===== src/rtl/wram_arbiter_pkg.sv =====
// Shared constants and types for the WRAM arbiter.
//   WRAM_BASE..WRAM_TOP : direct work-RAM window (8 KiB)
//   ECHO_BASE..ECHO_TOP : mirror of the low 7.5 KiB of work RAM
//   OOB_DATA            : read value for accesses outside both windows
//   owner_e             : which requester holds / last held the port
//   ret_pipe_t          : read-return pipeline entry
package wram_arbiter_pkg;

  localparam logic [15:0] WRAM_BASE = 16'hC000;
  localparam logic [15:0] WRAM_TOP  = 16'hDFFF;
  localparam logic [15:0] ECHO_BASE = 16'hE000;
  localparam logic [15:0] ECHO_TOP  = 16'hFDFF;
  localparam logic [7:0]  OOB_DATA  = 8'hFF;

  typedef enum logic {
    OWN_CPU = 1'b0,
    OWN_DMA = 1'b1
  } owner_e;

  typedef struct packed {
    logic   valid;
    owner_e owner;
    logic   oob;
  } ret_pipe_t;

endpackage


===== src/rtl/wram_addr_decode.sv =====
// Work-RAM address decoder.
//   addr     : 16-bit CPU-space address of the winning request
//   in_range : address hits the WRAM window or its echo
//   ram_addr : 13-bit BRAM word address (echo folded onto WRAM)
module wram_addr_decode
  import wram_arbiter_pkg::*;
(
  input  logic [15:0] addr,
  output logic        in_range,
  output logic [12:0] ram_addr
);

  logic w_in_wram;
  logic w_in_echo;

  always_comb begin
    w_in_wram = (addr >= WRAM_BASE) && (addr <= WRAM_TOP);
    w_in_echo = (addr >= ECHO_BASE) && (addr <= ECHO_TOP);
    in_range  = w_in_wram || w_in_echo;
    ram_addr  = addr[12:0] - (w_in_echo ? ECHO_BASE[12:0] : WRAM_BASE[12:0]);
  end

endmodule


===== src/rtl/wram_arbiter.sv =====
// Two-port (CPU / DMA) arbiter in front of a single-port WRAM BRAM.
//   clk, rst                          : clock, synchronous active-high reset
//   cpu_req/we/addr/din -> cpu_ack    : CPU request, single-cycle grant pulse
//   cpu_rvalid, cpu_rdata             : CPU read return, one cycle after ack
//   dma_req/we/lock/addr/din, dma_ack : DMA request; lock keeps the port
//   dma_rvalid, dma_rdata             : DMA read return, one cycle after ack
//   ram_en/we/addr/din, ram_dout      : BRAM port, 1-cycle read latency
module wram_arbiter
  import wram_arbiter_pkg::*;
(
  input  logic        clk,
  input  logic        rst,
  input  logic        cpu_req,
  input  logic        cpu_we,
  input  logic [15:0] cpu_addr,
  input  logic [7:0]  cpu_din,
  output logic        cpu_ack,
  output logic        cpu_rvalid,
  output logic [7:0]  cpu_rdata,
  input  logic        dma_req,
  input  logic        dma_we,
  input  logic        dma_lock,
  input  logic [15:0] dma_addr,
  input  logic [7:0]  dma_din,
  output logic        dma_ack,
  output logic        dma_rvalid,
  output logic [7:0]  dma_rdata,
  output logic        ram_en,
  output logic        ram_we,
  output logic [12:0] ram_addr,
  output logic [7:0]  ram_din,
  input  logic [7:0]  ram_dout
);

  owner_e     r_last;
  ret_pipe_t  r_ret;
  logic [7:0] r_cpu_rdata;
  logic [7:0] r_dma_rdata;

  logic        w_grant;
  owner_e      w_win;
  logic        w_we;
  logic [15:0] w_addr;
  logic [7:0]  w_din;
  logic        w_in_range;
  logic [12:0] w_ram_addr;
  logic [7:0]  w_ret_data;

  always_comb begin
    w_grant = 1'b0;
    w_win   = OWN_CPU;
    if (!rst) begin
      if (cpu_req && dma_req) begin
        w_grant = 1'b1;
        // A held lock only pins the port while DMA is already the owner.
        if ((r_last == OWN_DMA) && dma_lock)
          w_win = OWN_DMA;
        else
          w_win = (r_last == OWN_CPU) ? OWN_DMA : OWN_CPU;
      end else if (cpu_req) begin
        w_grant = 1'b1;
        w_win   = OWN_CPU;
      end else if (dma_req) begin
        w_grant = 1'b1;
        w_win   = OWN_DMA;
      end
    end
  end

  always_comb begin
    w_we   = (w_win == OWN_DMA) ? dma_we   : cpu_we;
    w_addr = (w_win == OWN_DMA) ? dma_addr : cpu_addr;
    w_din  = (w_win == OWN_DMA) ? dma_din  : cpu_din;
  end

  wram_addr_decode u_decode (
    .addr     (w_addr),
    .in_range (w_in_range),
    .ram_addr (w_ram_addr)
  );

  always_comb begin
    cpu_ack  = w_grant && (w_win == OWN_CPU);
    dma_ack  = w_grant && (w_win == OWN_DMA);
    ram_en   = w_grant && w_in_range;
    ram_we   = ram_en && w_we;
    ram_addr = ram_en ? w_ram_addr : '0;
    ram_din  = ram_en ? w_din : '0;
  end

  // Return data is taken straight from the BRAM in the rvalid cycle, so the
  // hold registers only matter once rvalid has dropped.
  always_comb begin
    w_ret_data = r_ret.oob ? OOB_DATA : ram_dout;
    cpu_rvalid = !rst && r_ret.valid && (r_ret.owner == OWN_CPU);
    dma_rvalid = !rst && r_ret.valid && (r_ret.owner == OWN_DMA);
    cpu_rdata  = rst ? '0 : (cpu_rvalid ? w_ret_data : r_cpu_rdata);
    dma_rdata  = rst ? '0 : (dma_rvalid ? w_ret_data : r_dma_rdata);
  end

  always_ff @(posedge clk) begin
    if (rst) begin
      r_last      <= OWN_DMA;
      r_ret       <= '0;
      r_cpu_rdata <= '0;
      r_dma_rdata <= '0;
    end else begin
      if (w_grant)
        r_last <= w_win;
      r_ret <= '{valid: w_grant && !w_we, owner: w_win, oob: !w_in_range};
      if (cpu_rvalid)
        r_cpu_rdata <= w_ret_data;
      if (dma_rvalid)
        r_dma_rdata <= w_ret_data;
    end
  end

endmodule


===== config.mk =====
export PLATFORM = sky130hd
export DESIGN_NAME = wram_arbiter
export DESIGN_NICKNAME = d
export VERILOG_FILES = /design/src/rtl/wram_arbiter_pkg.sv /design/src/rtl/wram_addr_decode.sv /design/src/rtl/wram_arbiter.sv
export SDC_FILE = /design/constraint.sdc
export NUM_CORES = 1
export LEC_CHECK = 0
export ABC_AREA = 1
export BUFFER_PORTS_ARGS = -buffer_cell sky130_fd_sc_hd__clkbuf_2
export CORE_UTILIZATION = 39
export CTS_BUF_LIST = sky130_fd_sc_hd__clkbuf_16
export CTS_CLUSTER_SIZE = 10
export DETAILED_ROUTE_END_ITERATION = 10
export PLACE_DENSITY = 0.85
export SKIP_LAST_GASP = 1
export SLEW_MARGIN = 20
export SYNTH_ARGS = -nofsm -noshare
export SYNTH_HDL_FRONTEND = slang
export SYNTH_SLANG_ARGS = --single-unit

===== constraint.sdc =====
create_clock -name clk -period 1.7 [get_ports clk]
set_input_delay 0.34 -clock clk [delete_from_list [all_inputs] [get_ports clk]]
set_output_delay 0.34 -clock clk [all_outputs]
set_load 0.02 [all_outputs]

**Word-level counts from Yosys, hierarchy flattened**

Cells that the tools add are included.
Widths: inputs -> output; s select.

- Bits in registers: 20
- Latch bits: 0
- RAM bits: 0
- ROM bits: 0
- Output and inout bits: 43
- Logic and storage cells: 47
- Memories kept: 0

- Add/sub/neg operators: 0
- $mul: 0
- Divide/modulo/power cells: 0
- Order comparisons: 4
- Equal/unequal tests: 0
- Shifts and indexed selects: 0
- Muxes and demuxes: 19
- Bitwise operators: 2
- Reductions and logical operators: 16

Operators by type and width:

| kind | number |
|---|---|
| $mux 8 | 7 |
| $ge 16x16->1 const B | 2 |
| $le 16x16->1 const B | 2 |
| $mux 16 | 1 |
| $mux 13 | 1 |
| $logic_and 1x1->1 | 12 |
| $mux 1 | 10 |
| $logic_not 1->1 | 3 |
| $not 1->1 | 2 |
| $logic_or 1x1->1 | 1 |

**Logic depth before layout (Yosys ltp)**

Gate-level depths: netlist of the first run.

- Word-level depth: 10
- Mapped depth: 12
- Depth with buffers taken out: 10

**Cells and area by module**

A second synthesis of the first run with hierarchy kept.

- Cell total of the unflattened synthesis: 257
- Area total of the unflattened synthesis: 1529.0 µm²

Modules (own cells, without submodules):

| module | instances | cells each | area each (µm²) | sequential area each (µm²) |
|---|---|---|---|---|
| wram_arbiter | 1 | 239 | 1411.4 | 400.4 |
| wram_addr_decode | 1 | 18 | 117.6 | 0.0 |

**Least setup slack after synthesis of the first run**

OpenSTA, ideal clock, no wires.

- Kind: input to output
- From: input port rst
- To: output port cpu_rdata[6]
- Arrival: 1869 ps
- Required time: 1360 ps
- Setup slack: -509 ps
- Cell stages on the path: 4
- Cells stage by stage: nor3_1 -> inv_1 -> clkbuf_1 -> o21ai_0

- Cells in the longest elaborated chain, start to end: 5

Ends and longest elaborated chain:

| element | line | RTL |
|---|---|---|
| from (decl) | wram_arbiter.sv:12 | `input logic rst,` |
| $logic_not 1->1 | wram_arbiter.sv:95 | `cpu_rvalid = !rst && r_ret.valid && (r_ret.owner == OWN_CPU);` |
| $logic_and 1x1->1 (2 in a row) | wram_arbiter.sv:95 |  |
| $mux 8 | n/a |  |
| $mux 8 * | n/a |  |
| to (decl) | wram_arbiter.sv:19 | `output logic [7:0] cpu_rdata,` |

Every way passes the cells marked *; elsewhere a longest branch is shown, timed or not.

**Worst setup path in the final report of the first run**

- From: register r_last
- To: output port ram_addr[10]

- Cells in the longest elaborated chain, start to end: 10

Ends and longest elaborated chain:

| element | line | RTL |
|---|---|---|
| from (decl) | wram_arbiter.sv:35 | `owner_e r_last;` |
| from (signal assigned) | wram_arbiter.sv:109 | `r_last <= w_win;` |
| $mux 1 / $logic_and 1x1->1 (equally long branches) | wram_arbiter.sv:59, wram_arbiter.sv:56 |  |
| $mux 1 * | wram_arbiter.sv:56 | `if ((r_last == OWN_DMA) && dma_lock)` |
| $mux 1 * | wram_arbiter.sv:53 | `if (cpu_req && dma_req) begin` |
| $mux 1 * | wram_arbiter.sv:52 | `if (!rst) begin` |
| $mux 16 * | wram_arbiter.sv:72 | `w_addr = (w_win == OWN_DMA) ? dma_addr : cpu_addr;` |
| $ge 16x16->1, or another cell as far along | wram_addr_decode.sv:17 | `w_in_wram = (addr >= WRAM_BASE) && (addr <= WRAM_TOP);` |
| $logic_and 1x1->1, on equally long branches | wram_addr_decode.sv:17, wram_addr_decode.sv:18 |  |
| $logic_or 1x1->1 | wram_addr_decode.sv:19 | `in_range = w_in_wram \|\| w_in_echo;` |
| $logic_and 1x1->1 | wram_arbiter.sv:85 | `ram_en = w_grant && w_in_range;` |
| $mux 13 * | wram_arbiter.sv:87 | `ram_addr = ram_en ? w_ram_addr : '0;` |
| to (decl) | wram_arbiter.sv:30 | `output logic [12:0] ram_addr,` |

Marked as above.

==> results of run 1 <==
## worst register-to-register path: stages (launching register included)
cell	delay, ns
dfxtp_2	0.36
nand3_4	0.11
nand3_4	0.13
buf_6	0.14
buf_6	0.13
inv_8	0.04
or2_2	0.28
o21ai_2	0.10
buf_4	0.14
inv_1	0.04
nor2_1	0.10
## cells in the mapped netlist, drive strengths merged
library cell	count
o21ai	22
nor2	36
nand2	61
mux2i	1
dfxtp	20
nand4	3
or2	1
buf	9
inv	33
a21oi	1
nand3	21
nor3	1
clkbuf	2
## what timing repair did
item | CTS | global route
gates resized for setup | 87 | 129
endpoints found under the setup margin | 39 | 41
gates cloned | 3 | 1
pin swaps | 8 | 13
setup buffers | 6 | 10
## metal layers
metal / track usage [%] / up-vias / wire length (um)
met2: 59.8 / 217 / 4210
li1: - / 945 / -
met4: 9.30 / 0 / 722
met1: 31.4 / 1039 / 2490
met3: 7.79 / 78 / 904
met5: 0 / - / 0
## area by class of cell
cell class | count | area, sq um | area share, %
repair inverters | 1 | 7.51 | 0.249
repair buffers | 152 | 1280 | 42.5
clock buffers | 3 | 75.1 | 2.49
well taps | 44 | 55.1 | 1.82
inverters | 33 | 144 | 4.77
multi-input cells | 148 | 1050 | 34.7
diodes | 1 | 2.50 | 0.0829
flip-flops and latches | 20 | 405 | 13.4
## through the flow
stage / instances / power (mW)
final: 402 / 1.69
after global placement: 378 / 0.903
after CTS: 390 / 1.46
after detailed placement: 378 / 0.910
after floorplan: 211 / 0.728
after global routing: 402 / 1.74
## state kept, by name, summed over array words and instances (netlist names)
signal and flops:
r_cpu_rdata 8, r_ret 3, r_last 1, r_dma_rdata 8
## cell families (layout without fill, tap and decap cells)
family / Yosys count / count (layout) / share of synthesized area [%]
and+or+nand+nor: 123 / 124 / 44.1
buffers and inverters: 44 / 189 / 14.8
AOI/OAI and AO/OA: 23 / 23 / 9.69
DFF: 20 / 20 / 30.7
muxes: 1 / 1 / 0.768
other: 0 / 1 / 0
## power by group
group	internal (mW)	switching, mW
Clock	0.312	0.202
Sequential	0.494	0.0230
Combinational	0.301	0.359
## path summary, 6_finish.rpt
path	from	to	slack, ns
setup / recovery	r_last$_SDFFE_PP1P_	ram_addr[10]	-0.53
hold / removal	ram_dout[1]	r_dma_rdata[1]$_DFF_P_	0.41
setup reg to reg	r_last$_SDFFE_PP1P_	r_ret[2]$_SDFF_PP0_	0.06
hold reg to reg	r_cpu_rdata[1]$_DFF_P_	r_cpu_rdata[1]$_DFF_P_	0.51
==> flow_summary.json, run 1 <==
{
  "status": "finished with violations",
  "violations": "negative setup slack",
  "antenna_found_initial": 1,
  "grt_util_all_layers_pct": 30.7,
  "numCtsBuffers": 3,
  "cp.buffers_inverters": 2,
  "clk_path_buf_depth": 2,
  "setup_violations": 41,
  "drc": 0,
  "htreeDepth": 1,
  "cp.required_ns": 1.36,
  "syn_area_sq_mm": 0.00130,
  "dpl_cell_area_sq_mm": 0.00208,
  "maxCapViolCount": 0,
  "clock_latency_ns": 0.27,
  "overflow": 0,
  "finalWorstSetupSlack_ns": -0.525,
  "grt_max_degree": 18,
  "crit_family": "simple AND/OR/NAND/NOR gates",
  "cp_slowest_stage_delay_ns": 0.34,
  "cts.hold.buffers_added": 0,
  "dp_slack_ns": -0.372,
  "initial_core_util_pct": 42.0,
  "yosysWarnings": 0,
  "dieArea_sq_mm": 0.00358,
  "final_core_util_pct": 97.3,
  "avgViaCountPerCell": 5.67,
  "holdWs_ns": 0.410,
  "synth_nets": 274,
  "ir_drop_mv": 0.376,
  "powerDensity_mw_per_mm2": 560,
  "dp_hpwl_um": 2980,
  "clkSinkCount": 20,
  "worst_slew_pin_slew_ns": 0.459,
  "rsz0062_at_grt": "yes",
  "drive_above_1_share_pct": 65.3,
  "hold_viol": 0,
  "drtIter0Drc": 260,
  "grt_first_pass_wirelength_um": 8130,
  "setup.worst_path.class": "reg -> out",
  "yosysUniqueCellTypes": 22,
  "layout_commonest_cell": "clkbuf_2",
  "synthTopCellsByArea": "dfxtp_1 31%, nand2_1 17%, nor2_2 9.6%",
  "fill_cells": 47,
  "relSlewSlack_pct": 69.1,
  "die_w_um": 59.8,
  "via_count": 2279,
  "ys_seq_area_share_pct": 30.7,
  "synth_top_cell_area_share_pct": 30.7,
  "ff2ff_path_depth": 10,
  "wl_per_cell_um": 20.7,
  "cts.clk_slew.worst_paths_ns": 0.06,
  "yosys.area.top_type": "dfxtp_1",
  "drtAntennaViolNets": 0,
  "core_area_sq_mm": 0.00310,
  "min_path_cells": 3,
  "fin_nets": 422,
  "slew_violations": 0,
  "path_depth": 11,
  "wirelength_um": 8320,
  "syn_inst": 211,
  "cp_slowest_cell": "dfxtp_2",
  "period_share_pct": 131,
  "grt_pass1_vias": 1848,
  "die_h_um": 59.8,
  "crit_path_cell_trace": "nand3_4 > nand3_4 > nand2_2 > nand2_2 > nand2_2 > nor2_2 > nand2_2 > nand3_4 > buf_4 > nor2_2 > clkbuf_4",
  "crit_path_end_kind": "output port",
  "period_minus_slack_ns": 2.23,
  "total_leakage_power_nw": 1.56,
  "arrival_ns": 1.89,
  "fmax_mhz": 449,
  "gp_congestion": 0.830,
  "ys_seq_elements": 20,
  "drtPass1Iterations": 7,
  "std_cell_rows": 20,
  "cp_max_fo": 5,
  "io_buffers": 105,
  "layout_common_cells": "64 x clkbuf_2, 52 x nand2_1, 34 x buf_4",
  "startpoint_type": "flop",
  "cts_root_buffer": "clkbuf_16",
  "syn_to_final_growth_pct": 131,
  "finalClockSkew_ns": 0.00594,
  "avgSynthCellArea_sq_um": 6.18,
  "cts_tree": "built",
  "io_pins": 106,
  "critPathMostFrequentCell": "nand2_2",
  "tns_ns": -13.45,
  "fin_area_sq_mm": 0.00302,
  "hp-class": "in -> reg"
}
No activity file was read; power rests on OpenSTA's default activity.
==> run 2: changes to the inputs <==
- CORE_MARGIN: not set -> 2
- CTS_CLUSTER_SIZE: 10 -> 30
- clock period: 1.7 -> 2.5 ns (I/O delays scaled with it)
==> flow_summary.json, run 2 (synthesis results as in run 1) <==
{
  "switching_power_mw": 0.255,
  "grt_util_all_layers_pct": 18.6,
  "io_pins": 106,
  "avgViaCountPerCell": 4.47,
  "hold_viol": 0,
  "internal-power_mw": 0.649,
  "die_w_um": 61.8,
  "status": "finished clean",
  "use_met2_pct": 34.7,
  "std_cell_rows": 20,
  "total_leakage_power_nw": 1.20,
  "startpoint_type": "input pin",
  "cp.required_ns": 2.00,
  "crit_start": "rst",
  "rsz0062_at_grt": "no",
  "antenna_cells": 0,
  "wirelength_um": 3460,
  "clkSinkCount": 20,
  "antenna_found_initial": 0,
  "wl_per_cell_um": 9.58,
  "clk_path_buf_depth": 2,
  "instances_no_fill": 361,
  "fin_nets": 381,
  "relSlewSlack_pct": 67.9,
  "clock_latency_ns": 0.24,
  "reg.largest.list": "r_cpu_rdata (8), r_dma_rdata (8), r_ret (3)",
  "powerDensity_mw_per_mm2": 454,
  "cts.hold.buffers_added": 0,
  "ir_drop_mv": 0.280,
  "gp_congestion": 0.762,
  "period_minus_slack_ns": 2.33,
  "layout_commonest_cell": "clkbuf_2",
  "grt_pass1_vias": 1410,
  "core_area_sq_mm": 0.00313,
  "cts_root_buffer": "clkbuf_16",
  "drtIter0Drc": 89,
  "grt_use_met3_pct": 3.93,
  "drtPass1Iterations": 4,
  "setup_violations": 0,
  "syn_to_final_growth_pct": 52.7,
  "dieArea_sq_mm": 0.00382,
  "tns_ns": 0,
  "gr-max-usage-layer": "met2",
  "worstHoldStart": "rst",
  "slew_violations": 0,
  "drc": 0,
  "hp-class": "in -> reg",
  "fmax_mhz": 428,
  "dp_hpwl_um": 2770,
  "r2r_start": "r_last$_SDFFE_PP1P_",
  "cp_max_fo": 22,
  "comb_power_share_pct": 27.0,
  "initial_core_util_pct": 41.7,
  "cts.clk_slew.worst_paths_ns": 0.05,
  "numCtsBuffers": 3,
  "clock_power_share_pct": 35.1,
  "die_h_um": 61.8,
  "p_sw_share_pct": 28.2,
  "via_count": 1614,
  "seqPwrFrac_pct": 37.9,
  "worst_slew_pin_slew_ns": 0.481,
  "grt_max_degree": 23,
  "overflow": 0,
  "arrival_ns": 1.83,
  "maxCapViolCount": 0,
  "layout_common_cells": "105 x clkbuf_2, 60 x nand2_1, 30 x inv_1",
  "drtAntennaViolNets": 0,
  "setup.worst_path.class": "in -> out",
  "dpl.cell_count": 357,
  "gr-usage-met1_pct": 21.4,
  "drive_above_1_share_pct": 46.7,
  "io_buffers": 105,
  "period_share_pct": 93.4,
  "cts_tree": "built",
  "htreeDepth": 1,
  "finalClockSkew_ns": 0.00155,
  "crit_path_end_kind": "output port",
  "grt_first_pass_wirelength_um": 5530
}
[run 2: cell count changes in the layout (fill, tap and decap cells not counted), sizes merged]
cell,previous run,this run
diode,1,0
clkinvlp,1,0
buf,81,8
nand3,22,21
inv,32,33
clkbuf,74,108
[run 2: metal layers]
metal  vias up  wire, um
li1        858         -
met1       682      1420
met2        72      1740
met3         2       285
met4         0         9
met5         -         0
[run 2: power groups by stage]
| stage | Clock (mW) | Combinational, mW | Sequential [mW] |
|---|---|---|---|
| after detailed placement | 0 | 0.242 | 0.349 |
| after CTS | 0.320 | 0.244 | 0.342 |
| final | 0.317 | 0.244 | 0.343 |
| after floorplan | 0 | 0.147 | 0.345 |
| after global placement | 0 | 0.239 | 0.348 |
| after global routing | 0.341 | 0.277 | 0.344 |
[run 2: cell type report]
cell class | instances | area, sq um
fillers | 285 | 1140
multi-input cells | 147 | 722
repair buffers | 113 | 611
flip-flops and latches | 20 | 400
inverters | 33 | 124
clock buffers | 3 | 75.1
well taps | 44 | 55.1
clock inverters | 1 | 3.75
[run 2: worst paths after layout]
check | endpoint | slack (ns) | cells past startpoint
setup / recovery | ram_we | 0.17 | 12
hold / removal | r_ret[0]$_SDFF_PP0_ | 0.49 | 2
setup reg to reg | r_ret[2]$_SDFF_PP0_ | 0.97 | 9
hold reg to reg | r_dma_rdata[6]$_DFF_P_ | 0.50 | 2
[run 2: critical path: stages]
cell	delay, ns
clkbuf_2	0.11
inv_2	0.08
buf_4	0.23
nand4_1	0.12
nand2_1	0.10
nand2_1	0.07
nor2_2	0.09
nand2_2	0.08
nand3_4	0.07
buf_12	0.18
nor2_1	0.06
clkbuf_2	0.15
[run 2: repair_timing]
item / CTS / global route
gates resized for setup: 0 / 2
setup endpoints to repair: 0 / 21
setup buffers: 0 / 0
[run 2: metrics by stage]
| step | instance area [sq um] | total power [mW] | utilization (%) | worst slack (ns) | hold WS (ns) |
|---|---|---|---|---|---|
| after CTS | 1980 | 0.906 | 63.3 | 0.137 | 0.489 |
| after detailed placement | 1900 | 0.591 | 60.8 | 0.153 | 0.482 |
| final | 1990 | 0.904 | 63.6 | 0.166 | 0.486 |
| after floorplan | 1300 | 0.492 | - | 0.134 | 0.463 |
| after global placement | 1900 | 0.587 | 60.8 | 0.163 | 0.472 |
| after global routing | 1990 | 0.962 | 63.6 | 0.0471 | 0.489 |
==> run 3: changes to the inputs <==
- RECOVER_POWER: not set -> 50
==> flow_summary.json, run 3 (synthesis results as in run 1) <==
{
  "hold_viol": 0,
  "drive_above_1_share_pct": 43.2,
  "dieArea_sq_mm": 0.00382,
  "finalClockSkew_ns": 0.00137,
  "fin_nets": 381,
  "initial_core_util_pct": 41.7,
  "cts_tree": "built",
  "drtIter0Drc": 92,
  "avgViaCountPerCell": 4.49,
  "ff2ff_path_depth": 9,
  "htreeDepth": 1,
  "min_path_cells": 2,
  "drc": 0,
  "tns_ns": 0,
  "grt_pass1_vias": 1410,
  "final_core_util_pct": 63.1,
  "antenna_found_initial": 0,
  "cp.required_ns": 2.00,
  "rsz0062_at_grt": "no",
  "whs_endpoint": "r_ret[0]$_SDFF_PP0_",
  "overflow": 0,
  "arrival_ns": 1.84,
  "holdWs_ns": 0.486,
  "maxCapViolCount": 0,
  "clk_path_buf_depth": 2,
  "total_leakage_power_nw": 1.17,
  "io_pins": 106,
  "drtPass1Iterations": 4,
  "crit_start": "rst",
  "antenna_cells": 0,
  "core_area_sq_mm": 0.00313,
  "cts.hold.buffers_added": 0,
  "grt_util_all_layers_pct": 18.6,
  "setup_violations": 0,
  "period_minus_slack_ns": 2.34,
  "wl_per_cell_um": 9.61,
  "syn_to_final_growth_pct": 51.4,
  "crit_path_end_kind": "output port",
  "layout_commonest_cell": "clkbuf_2",
  "use_met2_pct": 34.7,
  "gp_congestion": 0.762,
  "reg2reg_slack_ns": 0.90,
  "layout_common_cells": "95 x clkbuf_2, 60 x nand2_1, 30 x inv_1",
  "gr-max-usage-layer": "met2",
  "wirelength_um": 3470,
  "gr-usage-met1_pct": 21.4,
  "post_cts_resized": 0,
  "std_cell_rows": 20,
  "hp-class": "in -> reg",
  "numCtsBuffers": 3,
  "clock_latency_ns": 0.24,
  "cts_setup_buffers": 0,
  "via_count": 1621,
  "period_share_pct": 93.4,
  "fmax_mhz": 428,
  "cts_root_buffer": "clkbuf_16",
  "r2r_start": "r_last$_SDFFE_PP1P_",
  "fill_cells": 293,
  "clkSinkCount": 20,
  "grt_use_met3_pct": 3.93,
  "die_w_um": 61.8,
  "cp_max_fo": 22,
  "ir_drop_mv": 0.280,
  "grt_first_pass_wirelength_um": 5530,
  "io_buffers": 105,
  "setup.worst_path.class": "in -> out",
  "powerDensity_mw_per_mm2": 456,
  "worstHoldStart": "rst",
  "slew_violations": 0,
  "r2r_end": "r_ret[2]$_SDFF_PP0_",
  "startpoint_type": "input pin",
  "drtAntennaViolNets": 0,
  "grt_max_degree": 23,
  "cts.clk_slew.worst_paths_ns": 0.05,
  "reg.largest.list": "r_cpu_rdata (8), r_dma_rdata (8), r_ret (3)",
  "total_power_mw": 0.901,
  "relSlewSlack_pct": 68.0,
  "die_h_um": 61.8,
  "status": "finished clean",
  "worst_slew_pin_slew_ns": 0.479,
  "dp_hpwl_um": 2770
}
run 3: changes by cell type in the layout (fill, tap and decap cells not counted), sizes merged:
cell,previous run,this run
buf,8,7
clkbuf,108,109
run 3: area by class of cell:
class	instances	area (sq um)	area share (%)
sequential	20	400	20.3
inverter	33	124	6.27
clock buffer	3	75.1	3.80
timing repair buffer	113	594	30.1
clock inverter	1	3.75	0.190
multi-input combinational	147	722	36.6
tap	44	55.1	2.79
run 3: report_power, final:
part	switching, mW	total (mW)	internal [mW]
logic	0.142	0.242	0.0997
clock network	0.105	0.317	0.212
registers	0.00757	0.342	0.335
run 3: routing by layer:
| metal | up-vias | wire length, um | share of wire (%) |
|---|---|---|---|
| li1 | 857 | - | - |
| met1 | 684 | 1390 | 40 |
| met2 | 80 | 1750 | 50 |
| met3 | 0 | 335 | 9.7 |
| met4 | 0 | 0 | 0 |
| met5 | - | 0 | 0 |
run 3: worst max-delay path by stage:
stage | to | cells after the start | slack (ns)
floorplan | cpu_rdata[6] | 4 | 0.13
global placement | ram_din[1] | 12 | 0.16
global route | ram_din[2] | 12 | 0.05
CTS | ram_we | 11 | 0.14
detailed placement | ram_we | 10 | 0.15
finish | ram_we | 12 | 0.16
run 3: worst max-delay path, cell delays in order:
cell      delay, ns
clkbuf_2       0.11
inv_2          0.08
buf_4          0.23
nand4_1        0.12
nand2_1        0.10
nand2_1        0.07
nor2_2         0.09
nand2_2        0.08
nand3_4        0.07
buf_12         0.18
nor2_1         0.06
clkbuf_2       0.15
run 3: metrics by stage:
stage	setup slack (ns)	cells	instance area (sq um)
2_1_floorplan	0.134	211	1300
3_3_place_gp	0.163	357	1900
3_5_place_dp	0.153	357	1900
4_1_cts	0.137	361	1980
5_1_grt	0.0471	361	1970
6_report	0.165	361	1970
